File: config.mk
export PLATFORM = sky130hd
export DESIGN_NAME = psum_drain_flat
export DESIGN_NICKNAME = d
export VERILOG_FILES = /design/src/rtl/psum_drain_if.sv /design/src/rtl/psum_drain.sv /design/src/flat_wrapper.sv
export SDC_FILE = /design/constraint.sdc
export NUM_CORES = 1
export LEC_CHECK = 0
export ABC_AREA = 1
export BUFFER_PORTS_ARGS = -buffer_cell sky130_fd_sc_hd__buf_2
export CAP_MARGIN = 20
export CORE_MARGIN = 2
export CORE_UTILIZATION = 35
export CTS_CLUSTER_DIAMETER = 200
export DETAILED_ROUTE_END_ITERATION = 7
export PLACE_DENSITY = 0.55
export SYNTH_ARGS = -nofsm -noshare
export SYNTH_HDL_FRONTEND = slang
export SYNTH_SLANG_ARGS = --single-unit
File: constraint.sdc
create_clock -name clk -period 8.2 [get_ports clk]
set_input_delay 0.82 -clock clk [delete_from_list [all_inputs] [get_ports clk]]
set_output_delay 0.82 -clock clk [all_outputs]
set_load 0.005 [all_outputs]
File: src/rtl/psum_drain_if.sv
// Output stream bundle for psum_drain: drained partial sums toward the next PE / NoC port.
// Latency: none, plain wires.
// Backpressure: ready from the sink stalls the producer; data held while valid && !ready.
//
// Ports (via modports):
//   master - drives valid/data, samples ready (psum_drain side)
//   slave  - samples valid/data, drives ready (consumer side)
interface psum_drain_if #(
    parameter int DW = 8
);
    logic          valid;
    logic          ready;
    logic [DW-1:0] data;

    modport master (output valid, output data, input ready);
    modport slave  (input valid, input data, output ready);
endinterface

File: src/rtl/psum_drain.sv
// Read-side drain controller for the PE partial-sum scratchpad FIFO.
// Latency: start sampled at edge 0, first spad_rd in cycle 1, first out.valid in cycle 3.
// Backpressure: reads throttle so a 2-entry skid buffer never overflows; out.data held while stalled.
//
// Ports:
//   clk, rst_n        - single clock, synchronous active-low reset
//   start, len        - drain command (sampled in IDLE only) and entry count, legal 1..DEPTH
//   busy, done, err   - drain in progress / one-cycle completion pulse / one-cycle illegal-len pulse
//   spad_wr_mon       - copy of the scratchpad write strobe, drives the occupancy counter
//   spad_rd/spad_data - scratchpad read strobe and its data, returned one cycle later
//   out               - valid/ready output stream (psum_drain_if.master)
// Build option: define PSUM_DRAIN_RELU_EN to rectify words (MSB set -> 0) before buffering.
module psum_drain #(
    parameter int DEPTH = 64,
    parameter int DW    = 8
) (
    input  logic                         clk,
    input  logic                         rst_n,
    input  logic                         start,
    input  logic [$clog2(DEPTH+1)-1:0]   len,
    output logic                         busy,
    output logic                         done,
    output logic                         err,
    input  logic                         spad_wr_mon,
    output logic                         spad_rd,
    input  logic [DW-1:0]                spad_data,
    psum_drain_if.master                 out
);
    localparam int CW = $clog2(DEPTH + 1);

    typedef enum logic [1:0] {S_IDLE, S_DRAIN, S_FLUSH, S_DONE} state_t;

    state_t        state, state_nxt;
    logic [CW-1:0] level;
    logic [CW-1:0] remaining;
    logic          inflight;
    logic [1:0]    buf_cnt;
    logic [DW-1:0] buf0, buf1;
    logic          err_q;
    logic          pop;
    logic          len_ok;
    logic [2:0]    occ;
    logic [DW-1:0] din;

    assign pop       = out.valid & out.ready;
    assign out.valid = (buf_cnt != 2'd0);
    assign out.data  = buf0;
    assign err       = err_q;
    assign len_ok    = (len != '0) && (len <= CW'(DEPTH));

    // Slots the buffer will need once this cycle's pop and the in-flight word settle.
    assign occ = {1'b0, buf_cnt} + {2'b00, inflight} - {2'b00, pop};

`ifdef PSUM_DRAIN_RELU_EN
    assign din = spad_data[DW-1] ? '0 : spad_data;
`else
    assign din = spad_data;
`endif

    always_comb begin
        state_nxt = state;
        spad_rd   = 1'b0;
        busy      = (state != S_IDLE);
        done      = 1'b0;
        case (state)
            S_IDLE: begin
                if (start && len_ok) state_nxt = S_DRAIN;
            end
            S_DRAIN: begin
                spad_rd = (remaining != '0) && (level != '0) && (occ < 3'd2);
                if (spad_rd && (remaining == CW'(1))) state_nxt = S_FLUSH;
            end
            S_FLUSH: begin
                // Leave as soon as the last word is being popped so done lands the cycle after.
                if (!inflight && (buf_cnt == {1'b0, pop})) state_nxt = S_DONE;
            end
            S_DONE: begin
                done      = 1'b1;
                state_nxt = S_IDLE;
            end
            default: state_nxt = S_IDLE;
        endcase
    end

    always_ff @(posedge clk) begin
        if (!rst_n) begin
            state     <= S_IDLE;
            remaining <= '0;
            inflight  <= 1'b0;
            err_q     <= 1'b0;
        end else begin
            state    <= state_nxt;
            inflight <= spad_rd;
            err_q    <= (state == S_IDLE) && start && !len_ok;
            if ((state == S_IDLE) && start && len_ok)
                remaining <= len;
            else if (spad_rd)
                remaining <= remaining - CW'(1);
        end
    end

    // Occupancy: a simultaneous write and read cancel; writes into a full scratchpad are lost.
    always_ff @(posedge clk) begin
        if (!rst_n) begin
            level <= '0;
        end else begin
            case ({spad_wr_mon, spad_rd})
                2'b10:   if (level != CW'(DEPTH)) level <= level + CW'(1);
                2'b01:   level <= level - CW'(1);
                default: level <= level;
            endcase
        end
    end

    // Two-entry skid buffer, buf0 is the head.
    always_ff @(posedge clk) begin
        if (!rst_n) begin
            buf_cnt <= 2'd0;
            buf0    <= '0;
            buf1    <= '0;
        end else begin
            case ({inflight, pop})
                2'b10: begin
                    if (buf_cnt == 2'd0) buf0 <= din;
                    else                 buf1 <= din;
                    buf_cnt <= buf_cnt + 2'd1;
                end
                2'b01: begin
                    buf0    <= buf1;
                    buf_cnt <= buf_cnt - 2'd1;
                end
                2'b11: begin
                    if (buf_cnt == 2'd1) begin
                        buf0 <= din;
                    end else begin
                        buf0 <= buf1;
                        buf1 <= din;
                    end
                end
                default: ;
            endcase
        end
    end
endmodule
File: src/flat_wrapper.sv
// flat-port wrapper written by rule: the top's interface ports become plain ports
module psum_drain_flat 
#(
    parameter int DEPTH = 64,
    parameter int DW    = 8
)
  (clk, rst_n, start, len, busy, done, err, spad_wr_mon, spad_rd, spad_data, out_valid, out_data, out_ready);
  psum_drain_if #(.DW(DW)) out_i ();
  input  logic clk;
  input  logic rst_n;
  input  logic start;
  input  logic [$clog2(DEPTH+1)-1:0] len;
  output logic busy;
  output logic done;
  output logic err;
  input  logic spad_wr_mon;
  output logic spad_rd;
  input  logic [DW-1:0] spad_data;
  output wire logic [$bits(out_i.valid)-1:0] out_valid;
  output wire logic [$bits(out_i.data)-1:0] out_data;
  input wire logic [$bits(out_i.ready)-1:0] out_ready;
  assign out_valid = out_i.valid;
  assign out_data = out_i.data;
  assign out_i.ready = out_ready;
  psum_drain #(.DEPTH(DEPTH), .DW(DW)) u_core (.clk(clk), .rst_n(rst_n), .start(start), .len(len), .busy(busy), .done(done), .err(err), .spad_wr_mon(spad_wr_mon), .spad_rd(spad_rd), .spad_data(spad_data), .out(out_i));
endmodule
* After elaboration in Yosys (flattened, before gate mapping)
Index checks and enable logic that the tools add are counted.
Cells by class: add/subtract/negate cells 7, order comparisons 2, equal/unequal tests 19, muxes and demuxes 17, bitwise logic cells 1, reduce and logical (&&, ||, !) cells 27
Operators by type and width (count):
- two-way mux 8 bit | 4
- case mux 8 bit (3 select lines) | 1
- two-way mux 7 bit | 3
- nonzero test 7 bit | 3
- case mux 8 bit (2 select lines) | 1
- case mux 7 bit (2 select lines) | 1
- subtractor 7 x 1 -> 7 bit, second input constant | 2
- nonzero test 2 bit | 6
- equality test 2 bit, second input constant | 5
- inequality test 2 x 1 -> 1 bit, second input constant | 5
- logical AND 1 bit | 9
- equality test 2 x 1 -> 1 bit, second input constant | 4
- case mux 2 bit (4 select lines) | 1
- adder 7 x 1 -> 7 bit, second input constant | 1
- equality test 7 x 1 -> 1 bit, second input constant | 1
- less-or-equal comparator 7 bit, second input constant | 1
- inequality test 7 bit, second input constant | 1
- two-way mux 2 bit | 3
- AND reduction 3 bit | 2
- zero test 2 bit | 2
- inequality test 2 bit, second input constant | 2
- case mux 2 bit (2 select lines) | 1
- AND reduction 2 bit | 2
- adder 2 x 1 -> 3 bit | 1
- 9 further kinds | 11
Word-level totals: flip-flop bits (word level) 36, bits of input ports 20, output and inout bits 13, word-level logic and storage cells 81

* Depth between registers and ports, before layout
Gate-level depths: netlist of the first run.
depth in word-level cells 9, depth in mapped cells 26, mapped depth without buffers 26

* Worst setup path before layout of the first run
Ideal clock, no wire load.
path kind input-to-reg, start input out_ready, end register u_core.level[4], setup time 109 ps, arrival time 3263 ps, required time 8091 ps, path slack 4828 ps, stages 21, path buffers 0, path through nand2_1 ha_1 nor2_1 inv_1 fa_1 nand3_2 nor2_2 nand3_2 nor2_4 nand2_1 nand2_1 inv_1 ha_1 nor2_2 nor2_2 nand2_1 nand2_1 nand2_1 nand3_1 nand2_1 inv_1
Between the ends: cells in the longest elaborated chain, start to end 8, elaborated cells on any way between the ends 11, those cells by class add/sub: 1; order compare: 1; eq/ne: 3; mux: 2; bitwise: 1; reduce/logical: 3
Ends and longest elaborated chain:
- from (decl) | RTL line flat_wrapper.sv:21 | input wire logic [$bits(out_i.ready)-1:0] out_ready;
- bitwise AND 1 bit (*) | RTL line psum_drain.sv:45 | assign pop = out.valid & out.ready;
- subtractor 3 x 1 -> 3 bit (*) | RTL line psum_drain.sv:52 | assign occ = {1'b0, buf_cnt} + {2'b00, inflight} - {2'b00, pop};
- < comparator 3 x 2 -> 1 bit (*) | RTL line psum_drain.sv:70 | spad_rd = (remaining != '0) && (level != '0) && (occ < 3'd2);
- logical AND 1 bit (*) | RTL line psum_drain.sv:70
- two-way mux 1 bit (*) | RTL line psum_drain.sv:65 | case (state)
- equality test 2 bit / equality test 2 x 1 -> 1 bit (equally long branches) | RTL line psum_drain.sv:107 | case ({spad_wr_mon, spad_rd})
- inequality test 2 x 1 -> 1 bit (no source line) / nonzero test 2 bit (equally long branches)
- AND reduction 2 bit (no source line)
- to (signal assigned) | RTL line psum_drain.sv:108 | 2'b10: if (level != CW'(DEPTH)) level <= level + CW'(1);
- to (signal assigned) | RTL line psum_drain.sv:109 | 2'b01: level <= level - CW'(1);
- to (signal assigned) | RTL line psum_drain.sv:110 | default: level <= level;
- to (decl) | RTL line psum_drain.sv:34 | logic [CW-1:0] level;
Mark *: on every way between the ends. The rest lies on a longest branch, timed or not. A chain may end at the register's enable or synchronous reset.

* Final worst setup path of the first run
start register u_core.buf_cnt[1], end output spad_rd
Between the ends: cells in the longest elaborated chain, start to end 6, elaborated cells on any way between the ends 7, those cells by class add/sub: 2; order compare: 1; mux: 1; bitwise: 1; reduce/logical: 2
Ends and longest elaborated chain:
- from (decl) | RTL line psum_drain.sv:37 | logic [1:0] buf_cnt;
- from (signal assigned) | RTL line psum_drain.sv:126 | buf_cnt <= buf_cnt + 2'd1;
- from (signal assigned) | RTL line psum_drain.sv:130 | buf_cnt <= buf_cnt - 2'd1;
- branches (longest 2 deep; another with adder 2 x 1 -> 3 bit)
- subtractor 3 x 1 -> 3 bit (*) | RTL line psum_drain.sv:52
- < comparator 3 x 2 -> 1 bit (*) | RTL line psum_drain.sv:70
- logical AND 1 bit (*) | RTL line psum_drain.sv:70
- two-way mux 1 bit (*) | RTL line psum_drain.sv:65
- to (decl) | RTL line flat_wrapper.sv:17 | output logic spad_rd;
Mark *: on every way between the ends.

==> results.cfg, run 1 <==
[critical_path]
required_ns = 7.38
path_cells = inv_2 > ha_1 > inv_1 > nand2_1 > ha_1 > nor2_1 > inv_1 > fa_1 > nand2_1 > nor2_1 > nand3_1 > nor2_2 > buf_2
critPathLaunchType = flip-flop
worstPathMaxFanout = 6
end_kind = primary output
max_stage_delay_ns = 0.53
cp_slowest_cell = fa_1
crit_type = reg2out
arrival_ns = 2.91

[clocking]
holdBufCountCts = 0
cts-buffers-inserted = 5
root_buffer = clkbuf_8
clk_pin_slew_ns = 0.08
insertion_delay_ns = 0.29
cts_sinks = 36
cts_tree = built
ctsLongestPathBuffers = 2
cts_setup_buffers = 0
cts_max_level = 2
ctsResizeCount = 0

[power_and_ir_drop]
irDropWorstVdd_v = 0.000133
cellPowerDensity_nw_per_um2 = 327
power.switching_uw = 337
leakagePower_uw = 0.00118
pwr-share-comb = 0.472
p_total_uw = 797
seqPwrFrac = 0.322
clockPowerShare = 0.206
p_int_uw = 460
switching_share = 0.423

[place]
globalplace.congestion = 0.765
io_buffers = 32
dpl.hpwl_um = 3220

[floorplanning]
fp.dieW_um = 81.2
die_height_um = 81.2
core-area_um2 = 5850
start_util = 0.356
dieArea_um2 = 6590
std_cell_rows = 28
io_pins = 33

[synth]
syn_avg_cell_area_um2 = 7.26
synthArstFlopShare = 0
syn_area_um2 = 2080
synthFlopType = dfxtp_1
synth-xor-area-share = 0.0336
synth_fa_ha_area_frac = 0.0757
synth_fp_nets = 319
synth_area_leaders = dfxtp_1 35%, nand2_1 8.3%, a21oi_1 7.0%
syn_inst = 287
synth_top_family_by_area = simple AND/OR/NAND/NOR gates
synthTopCellsByCount = 46 x nand2_1, 38 x inv_1, 36 x dfxtp_1
synthMuxAreaShare = 0.0336
synthSimpleGateAreaFrac = 0.242
synth_edf_count = 0
synthDominantCellAreaShare = 0.346
synth_compound_area_frac = 0.180
ys_types = 34
yosys.cell_count.top_type = nand2_1
synth_seq_cells = 36
yosys_warnings = 0
yosysSeqAreaShare = 0.346
synth_top_area_cell = dfxtp_1

[timing]
hold_viol = 0
fin_skew_ns = 0.00615
maxSlewHeadroom = 0.641
drv_slew = 0
whs_ns = 0.450
worst_pin_slew_ns = 0.538
period_needed_ns = 3.73
fin_tns_setup_ns = 0
setup_viol = 0
finalCritPeriodShare = 0.455
rsz0062_at_grt = false
clock.fmax_ghz = 0.268

[global_route]
grt_max_degree = 28
grt_overflow = 0
grt_pass1_vias = 1704
track_usage = 0.145
grt_pass1_wl_um = 7530
antenna_found_initial = 0

[final_layout]
area_growth_pct = 16.9
num_antenna_cells = 0
nets = 354
drive_gt1_frac = 0.195
utilization = 0.416

[drt]
routed_via_density = 4.72
wl_per_cell_um = 11.2
drc_errors = 0
drt-pass1-iter-count = 4
vias = 1877
ant_nets = 0
drt_iter0_drc = 65
routed_wl_um = 4450

[worst_hold_path]
min_path_type = reg2reg

[status]
status = complete, no violations

[flow_run]
cap_violations = 0
-- final timing paths --
check,startpoint,endpoint,slack [ns],cells after the start
hold reg to reg,u_core.buf1[6],u_core.buf1[6],0.45,2
setup reg to reg,u_core.buf_cnt[1],u_core.level[4],4.48,24
setup / recovery,u_core.buf_cnt[1],spad_rd,4.47,13
hold / removal,u_core.buf1[6],u_core.buf1[6],0.45,2
-- placed cells by master, fill, tap and decap left out, types with 4 or more instances in the layout --
cell type / count
clkbuf_8: 5
mux2i_1: 7
nor3_1: 5
nor2_2: 10
ha_1: 11
xor2_1: 4
nand2_1: 46
a21oi_1: 29
nand3_1: 15
inv_2: 4
nor2_1: 22
a22oi_1: 5
inv_1: 38
dfxtp_1: 36
xnor2_1: 4
o21ai_0: 26
buf_2: 32
-- power groups by stage --
stage	registers (uW)	logic [uW]	clock network, uW
final	257	376	164
after global routing	265	434	175
after CTS	258	381	169
after detailed placement	261	375	0
after global placement	261	372	0
after floorplan	255	290	0
-- metrics by stage --
step                instance area (um^2)  std cells  setup WS [ns]
global route                        2440        398           4.10
detailed placement                  2310        389           4.49
CTS                                 2430        397           4.43
floorplan                           2080        287           4.83
finish                              2440        398           4.47
global placement                    2310        389           4.56
-- area by class of cell --
class	count	area (um^2)
fill	602	3410
multi-input combinational	203	1180
timing repair buffer	33	168
clock buffer	5	68.8
tap	75	93.8
inverter	43	161
sequential	36	721
clock inverter	3	46.3
-- kinds of logic after synthesis --
kind of cell / after synthesis
simple gates: 108
compound gates: 68
buf+inv: 48
flops: 36
fa+ha+maj: 12
xor+xnor: 8
mux: 7
-- registers in the layout, summed over array words and instances (netlist names) --
register          cells
u_core.buf1           8
u_core.out.data       8
u_core.level          7
u_core.err            1
u_core.state          2
u_core.buf_cnt        2
u_core.inflight       1
u_core.remaining      7
-- metal layers --
metal / vias up / track usage / wire [um]
met5: - / 0 / 0
met1: 819 / 0.189 / 2190
li1: 1014 / - / -
met2: 40 / 0.238 / 2030
met3: 4 / 0.0311 / 186
met4: 0 / 0.0492 / 53
-- worst max-delay path: cells and delay by family (launching register included) --
kind                       cells  cell delay (ns)
buffers and inverters          4             0.41
DFF                            1             0.43
and+or+nand+nor                6             0.71
adders and majority gates      3             1.06
(Power assumes the default switching activity.)
==> run 2: changes to the inputs <==
Settings changed: ABC_AREA 1 to 0.
Clock period 8.2 ns to 3.76 ns, I/O delays scaled along.
==> run 2 against run 1 <==
Against the previous run:
- setup slack worse by 4.4 ns
- final cell count is 13% lower
- sequential power is 110% higher
- largest cell class unchanged
- register-to-register slack worse by 4.4 ns
- utilization is 3.1 points higher
- first-iteration DRC count is 9.2% lower
==> results.cfg, run 2 <==
[critical_path]
critPathLaunchType = flip-flop
path_cells = inv_2 > ha_4 > nand2b_4 > ha_4 > nand2b_4 > fa_1 > and2_1 > o311a_2 > and2_1 > nor2b_2 > xor2_1 > ha_2 > or4b_4 > a211oi_4 > a31oi_1 > mux2i_1
cp_slowest_cell = or4b_4
max_stage_delay_ns = 0.49
worstPathMaxFanout = 5
reg2reg_to = u_core.level[6]
crit_type = reg2reg
required_ns = 3.94
worstSetupPathDepth = 16
cpLargestDelayFamily = simple AND/OR/NAND/NOR gates
arrival_ns = 3.83
r2r-start = u_core.buf_cnt[0]
crit_end = u_core.level[6]
crit_buf_inv = 1
crit_start = u_core.buf_cnt[0]
end_kind = flip-flop
regToRegSetupSlack_ns = 0.11
r2r_cells = 16

[synth]
synth_seq_cells = 36
synthArstFlopShare = 0
synth_area_leaders = dfxtp_1 35%, mux2i_1 14%, ha_1 6.7%
synthDominantCellAreaShare = 0.353
synth_compound_area_frac = 0.128
yosys_warnings = 0
synth_top_family_by_area = simple AND/OR/NAND/NOR gates
syn_avg_cell_area_um2 = 8.65
ys_types = 40
yosysSeqAreaShare = 0.353
synthFlopType = dfxtp_1
synth_edf_count = 0
syn_area_um2 = 2040
synth_fa_ha_area_frac = 0.0773
yosys.cell_count.top_type = dfxtp_1
synthTopCellsByCount = 36 x dfxtp_1, 29 x nor2_1, 28 x mux2i_1
synth_top_area_cell = dfxtp_1
synth_fp_nets = 268
synthMuxAreaShare = 0.137
synth-xor-area-share = 0.0429
synthSimpleGateAreaFrac = 0.213
syn_inst = 236

[floorplanning]
std_cell_rows = 27
io_pins = 33
fp.dieW_um = 80.4
die_height_um = 80.4
core-area_um2 = 5570
dieArea_um2 = 6460
start_util = 0.366

[drt]
drt-pass1-iter-count = 6
drt_iter0_drc = 59
routed_wl_um = 4290
vias = 1734
ant_nets = 0
wl_per_cell_um = 12.4
routed_via_density = 5.03
drc_errors = 0

[final_layout]
multi_input_area_um2 = 1290
final_common_cell = dfxtp_1
area_growth_pct = 22.3
layout_common_cells = 34 x dfxtp_1, 32 x buf_2, 29 x nor2_1, 28 x mux2i_1, 18 x nand2_1
fill_cells = 549
utilization = 0.448
drive_gt1_frac = 0.256
final_cells = 345
num_antenna_cells = 0
nets = 304
regArea_um2 = 728

[global_route]
grt_pass1_vias = 1608
antenna_found_initial = 0
track_usage = 0.142
grt_max_degree = 24
grt_overflow = 0
grt_pass1_wl_um = 7180

[power_and_ir_drop]
irDropWorstVdd_v = 0.000278
cellPowerDensity_nw_per_um2 = 647
p_total_uw = 1620
leakagePower_uw = 0.00110

[clocking]
cts-buffers-inserted = 5
cts_max_level = 2
cts_tree = built
cts_sinks = 36
holdBufCountCts = 0
clk_pin_slew_ns = 0.08
root_buffer = clkbuf_8
ctsLongestPathBuffers = 2
insertion_delay_ns = 0.29

[status]
status = complete, no violations

[place]
dpl.hpwl_um = 3090
io_buffers = 32
dp_cells = 332
globalplace.congestion = 0.767

[timing]
setup_viol = 0
drv_slew = 0
fin_skew_ns = 0.00776
maxSlewHeadroom = 0.542
period_needed_ns = 3.65
clock.fmax_ghz = 0.274
finalCritPeriodShare = 0.970
worst_pin_slew_ns = 0.686
hold_viol = 0

[worst_hold_path]
worstHoldPathCells = 3
min_path_type = in2reg

[flow_run]
cap_violations = 0
-- run 2: cell types whose count changed in the layout (fill, tap and decap cells not counted), moves of 9 or more --
| cell | previous run | this run |
|---|---|---|
| a21oi_1 | 29 | 8 |
| inv_1 | 38 | 11 |
| mux2i_1 | 7 | 28 |
| nand2_1 | 46 | 18 |
| nand3_1 | 15 | 6 |
| nor2_2 | 10 | 0 |
| o21ai_0 | 26 | 7 |
-- run 2: worst min path at each step --
stage | startpoint | endpoint | slack, ns
after floorplan | u_core.buf1[0] | u_core.buf1[0] | 0.46
after global placement | u_core.buf1[6] | u_core.buf1[6] | 0.47
after detailed placement | u_core.buf1[6] | u_core.buf1[6] | 0.49
after CTS | spad_data[6] | u_core.buf1[6] | 0.33
after global routing | spad_data[6] | u_core.buf1[6] | 0.34
final | spad_data[4] | u_core.buf1[4] | 0.34
-- run 2: worst min-delay path, cell delays in order --
cell     delay [ns]
buf_2          0.08
mux2i_1        0.06
nor2_1         0.08
-- run 2: logic make-up after synthesis --
kind of cell | Yosys count
AOI/OAI and AO/OA | 39
xor gates and xnor gates | 10
muxes | 28
DFF | 36
adders and majority gates | 12
and+or+nand+nor | 86
buffers and inverters | 25
-- run 2: power by group --
group	internal [uW]	total, uW	switching [uW]
sequential	462	536	74.2
combinational	362	732	370
clock	196	347	151
-- run 2: cell type report --
type,instances,area share
inverter,13,0.0195
clock inverter,3,0.0170
timing repair buffer,41,0.0912
multi-input combinational,175,0.517
tap,72,0.0361
sequential,36,0.292
clock buffer,5,0.0276
-- run 2: layer usage --
| metal | up-vias | wire (um) | track usage | part of all wire |
|---|---|---|---|---|
| met1 | 791 | 2140 | 0.177 | 0.50 |
| met4 | 0 | 44 | 0.0458 | 0.010 |
| met2 | 38 | 1900 | 0.236 | 0.44 |
| met3 | 5 | 206 | 0.0382 | 0.048 |
| met5 | - | 0 | 0 | 0 |
| li1 | 900 | - | - | - |
-- run 2: metrics by stage --
stage                     setup slack, ns  TNS, ns  hold WS (ns)  cell area [um^2]
after detailed placement            0.107        0         0.485              2330
after global placement              0.156        0         0.473              2330
after CTS                          0.0943        0         0.330              2440
after floorplan                   0.00856        0         0.460              2100
final                               0.112        0         0.339              2500
after global routing              -0.0110  -0.0110         0.339              2500
-- run 2: timing repair --
item,4_1_cts,5_1_grt
gates resized for setup,0,3
endpoints found under the setup margin,0,3
buffers inserted,0,5
==> run 3: changes to the inputs <==
Settings changed: PLACE_DENSITY 0.55 to 0.61.
==> run 3 against run 2 <==
Against the previous run:
- via count rose by 2.3%
- global-route usage up 0.11 points
- sequential share of layout area shrank 0.16 points
- cell area is 0.55% higher
- clock skew grew 0.0061 ns
- combinational power up 3.1%
- routed wire length up 2.1%
- worst hold slack got worse by 0.0039 ns
- die area stayed put
- first-iteration DRC count down 3.4%
- total power fell by 1.8%
- critical path depth did not move
- critical path type unchanged
- largest cell class unchanged
- largest power group unchanged
- highest routed layer unchanged
==> results.cfg, run 3 (same netlist as run 2, synthesis figures left out) <==
[worst_hold_path]
min_path_type = in2reg
worstHoldPathCells = 3
min_to = u_core.buf1[0]
worstHoldStart = spad_data[0]

[place]
dpl.hpwl_um = 3100
placed_area_um2 = 2310
io_buffers = 32
dp_cells = 330
globalplace.congestion = 0.798

[timing]
hold_viol = 0
maxSlewHeadroom = 0.279
finalCritPeriodShare = 0.979
clock.fmax_ghz = 0.272
setup_viol = 0
drv_slew = 0
period_needed_ns = 3.68
fin_skew_ns = 0.0139
rsz0062_at_grt = true
worst_pin_slew_ns = 1.08

[floorplanning]
fp.dieW_um = 80.4
core-area_um2 = 5570
io_pins = 33
die_height_um = 80.4
start_util = 0.366
std_cell_rows = 27
dieArea_um2 = 6460

[drt]
routed_via_density = 5.14
vias = 1774
ant_nets = 0
routed_wl_um = 4380
drc_errors = 0
drt_iter0_drc = 57
drt-pass1-iter-count = 4
wl_per_cell_um = 12.7

[clocking]
root_buffer = clkbuf_8
cts_tree = built
cts_max_level = 2
holdBufCountCts = 0
ctsLongestPathBuffers = 2
insertion_delay_ns = 0.30
cts-buffers-inserted = 5
clk_pin_slew_ns = 0.08
cts_sinks = 36

[power_and_ir_drop]
switching_share = 0.382
p_int_uw = 980
pwr-share-comb = 0.476
leakagePower_uw = 0.00110
irDropWorstVdd_v = 0.000262
clockPowerShare = 0.188
seqPwrFrac = 0.336
cellPowerDensity_nw_per_um2 = 632
power.switching_uw = 605
p_total_uw = 1590

[critical_path]
r2r-start = u_core.buf_cnt[1]
end_kind = flip-flop
r2r_cells = 16
max_stage_delay_ns = 0.56
cp_slowest_cell = fa_1
required_ns = 3.93
critPathLaunchType = flip-flop
path_cells = inv_4 > ha_4 > nand2b_4 > ha_4 > nand2b_4 > fa_1 > and2_4 > o311a_4 > and2_4 > nor2b_4 > xor2_1 > ha_2 > or4b_4 > a211oi_4 > a31oi_2 > mux2i_1
reg2reg_to = u_core.level[6]
crit_type = reg2reg
arrival_ns = 3.85
worstPathMaxFanout = 5
regToRegSetupSlack_ns = 0.08

[final_layout]
num_antenna_cells = 0
nets = 304
postLayoutCellArea_um2 = 2510
area_growth_pct = 23.0
layout_common_cells = 34 x dfxtp_1, 32 x buf_2, 29 x nor2_1, 28 x mux2i_1, 18 x nand2_1
final_cells = 345
final_common_cell = dfxtp_1
fill_cells = 551
drive_gt1_frac = 0.267

[global_route]
grt_max_degree = 24
grt_pass1_wl_um = 7310
grt_overflow = 0
grt_pass1_vias = 1678
antenna_found_initial = 0
track_usage = 0.143

[flow_run]
cap_violations = 0

[status]
status = complete, no violations
## run 3: cell count changes in the layout (fill, tap and decap cells not counted), sizes merged
| cell | change |
|---|---|
| bufinv | -1 |
| inv | +1 |
| clkbuf | +1 |
| clkinvlp | -1 |
## run 3: power groups by stage
stage / clock network (uW) / registers [uW] / logic, uW
after detailed placement: 0 / 548 / 669
after floorplan: 0 / 528 / 526
after global routing: 324 / 546 / 849
final: 297 / 533 / 755
after CTS: 304 / 540 / 674
after global placement: 0 / 546 / 661
## run 3: cell type report
class	instances	area, um^2	area share
clock buffers	6	82.6	0.0329
multi-input cells	175	1320	0.524
clock inverters	2	13.8	0.00548
flip-flops and latches	36	728	0.290
inverters	13	51.3	0.0204
well taps	72	90.1	0.0359
repair buffers	41	228	0.0907
## run 3: what timing repair did
| item | CTS | global route |
|---|---|---|
| buffers inserted | 0 | 7 |
| endpoints found under the hold margin | 0 | 0 |
| endpoints found under the setup margin | 0 | 3 |
| resized for setup | 0 | 9 |
## run 3: per-layer routing
metal,routed length [um],global-route usage,vias to the layer above
li1,-,-,904
met1,2060,0.172,833
met2,2070,0.250,33
met3,214,0.0371,4
met4,38,0.0407,0
met5,0,0,-
## run 3: stage by stage
step                setup WS [ns]  hold slack [ns]  setup TNS (ns)   util
global route              -0.0159            0.356         -0.0391  0.450
global placement            0.162            0.472               0  0.415
floorplan                 0.00856            0.460               0      -
CTS                        0.0171            0.334               0  0.433
finish                     0.0792            0.335               0  0.450
detailed placement         0.0492            0.487               0  0.415
## run 3: worst max-delay path by stage
stage / from / slack, ns / endpoint
floorplan: u_core.buf_cnt[1] / 0.009 / u_core.level[6]
global placement: u_core.buf_cnt[1] / 0.16 / u_core.level[6]
detailed placement: u_core.buf_cnt[1] / 0.05 / u_core.level[6]
CTS: u_core.buf_cnt[1] / 0.02 / u_core.level[6]
global route: u_core.buf_cnt[1] / -0.02 / u_core.level[2]
finish: u_core.buf_cnt[1] / 0.08 / u_core.level[6]
## run 3: critical path, delay by kind of cell (launching register included)
| kind | cells | cell delay (ns) |
|---|---|---|
| compound gates | 3 | 0.59 |
| xor+xnor | 1 | 0.07 |
| fa+ha+maj | 4 | 1.15 |
| buf+inv | 1 | 0.04 |
| flops | 1 | 0.36 |
| mux | 1 | 0.13 |
| simple gates | 6 | 1.22 |
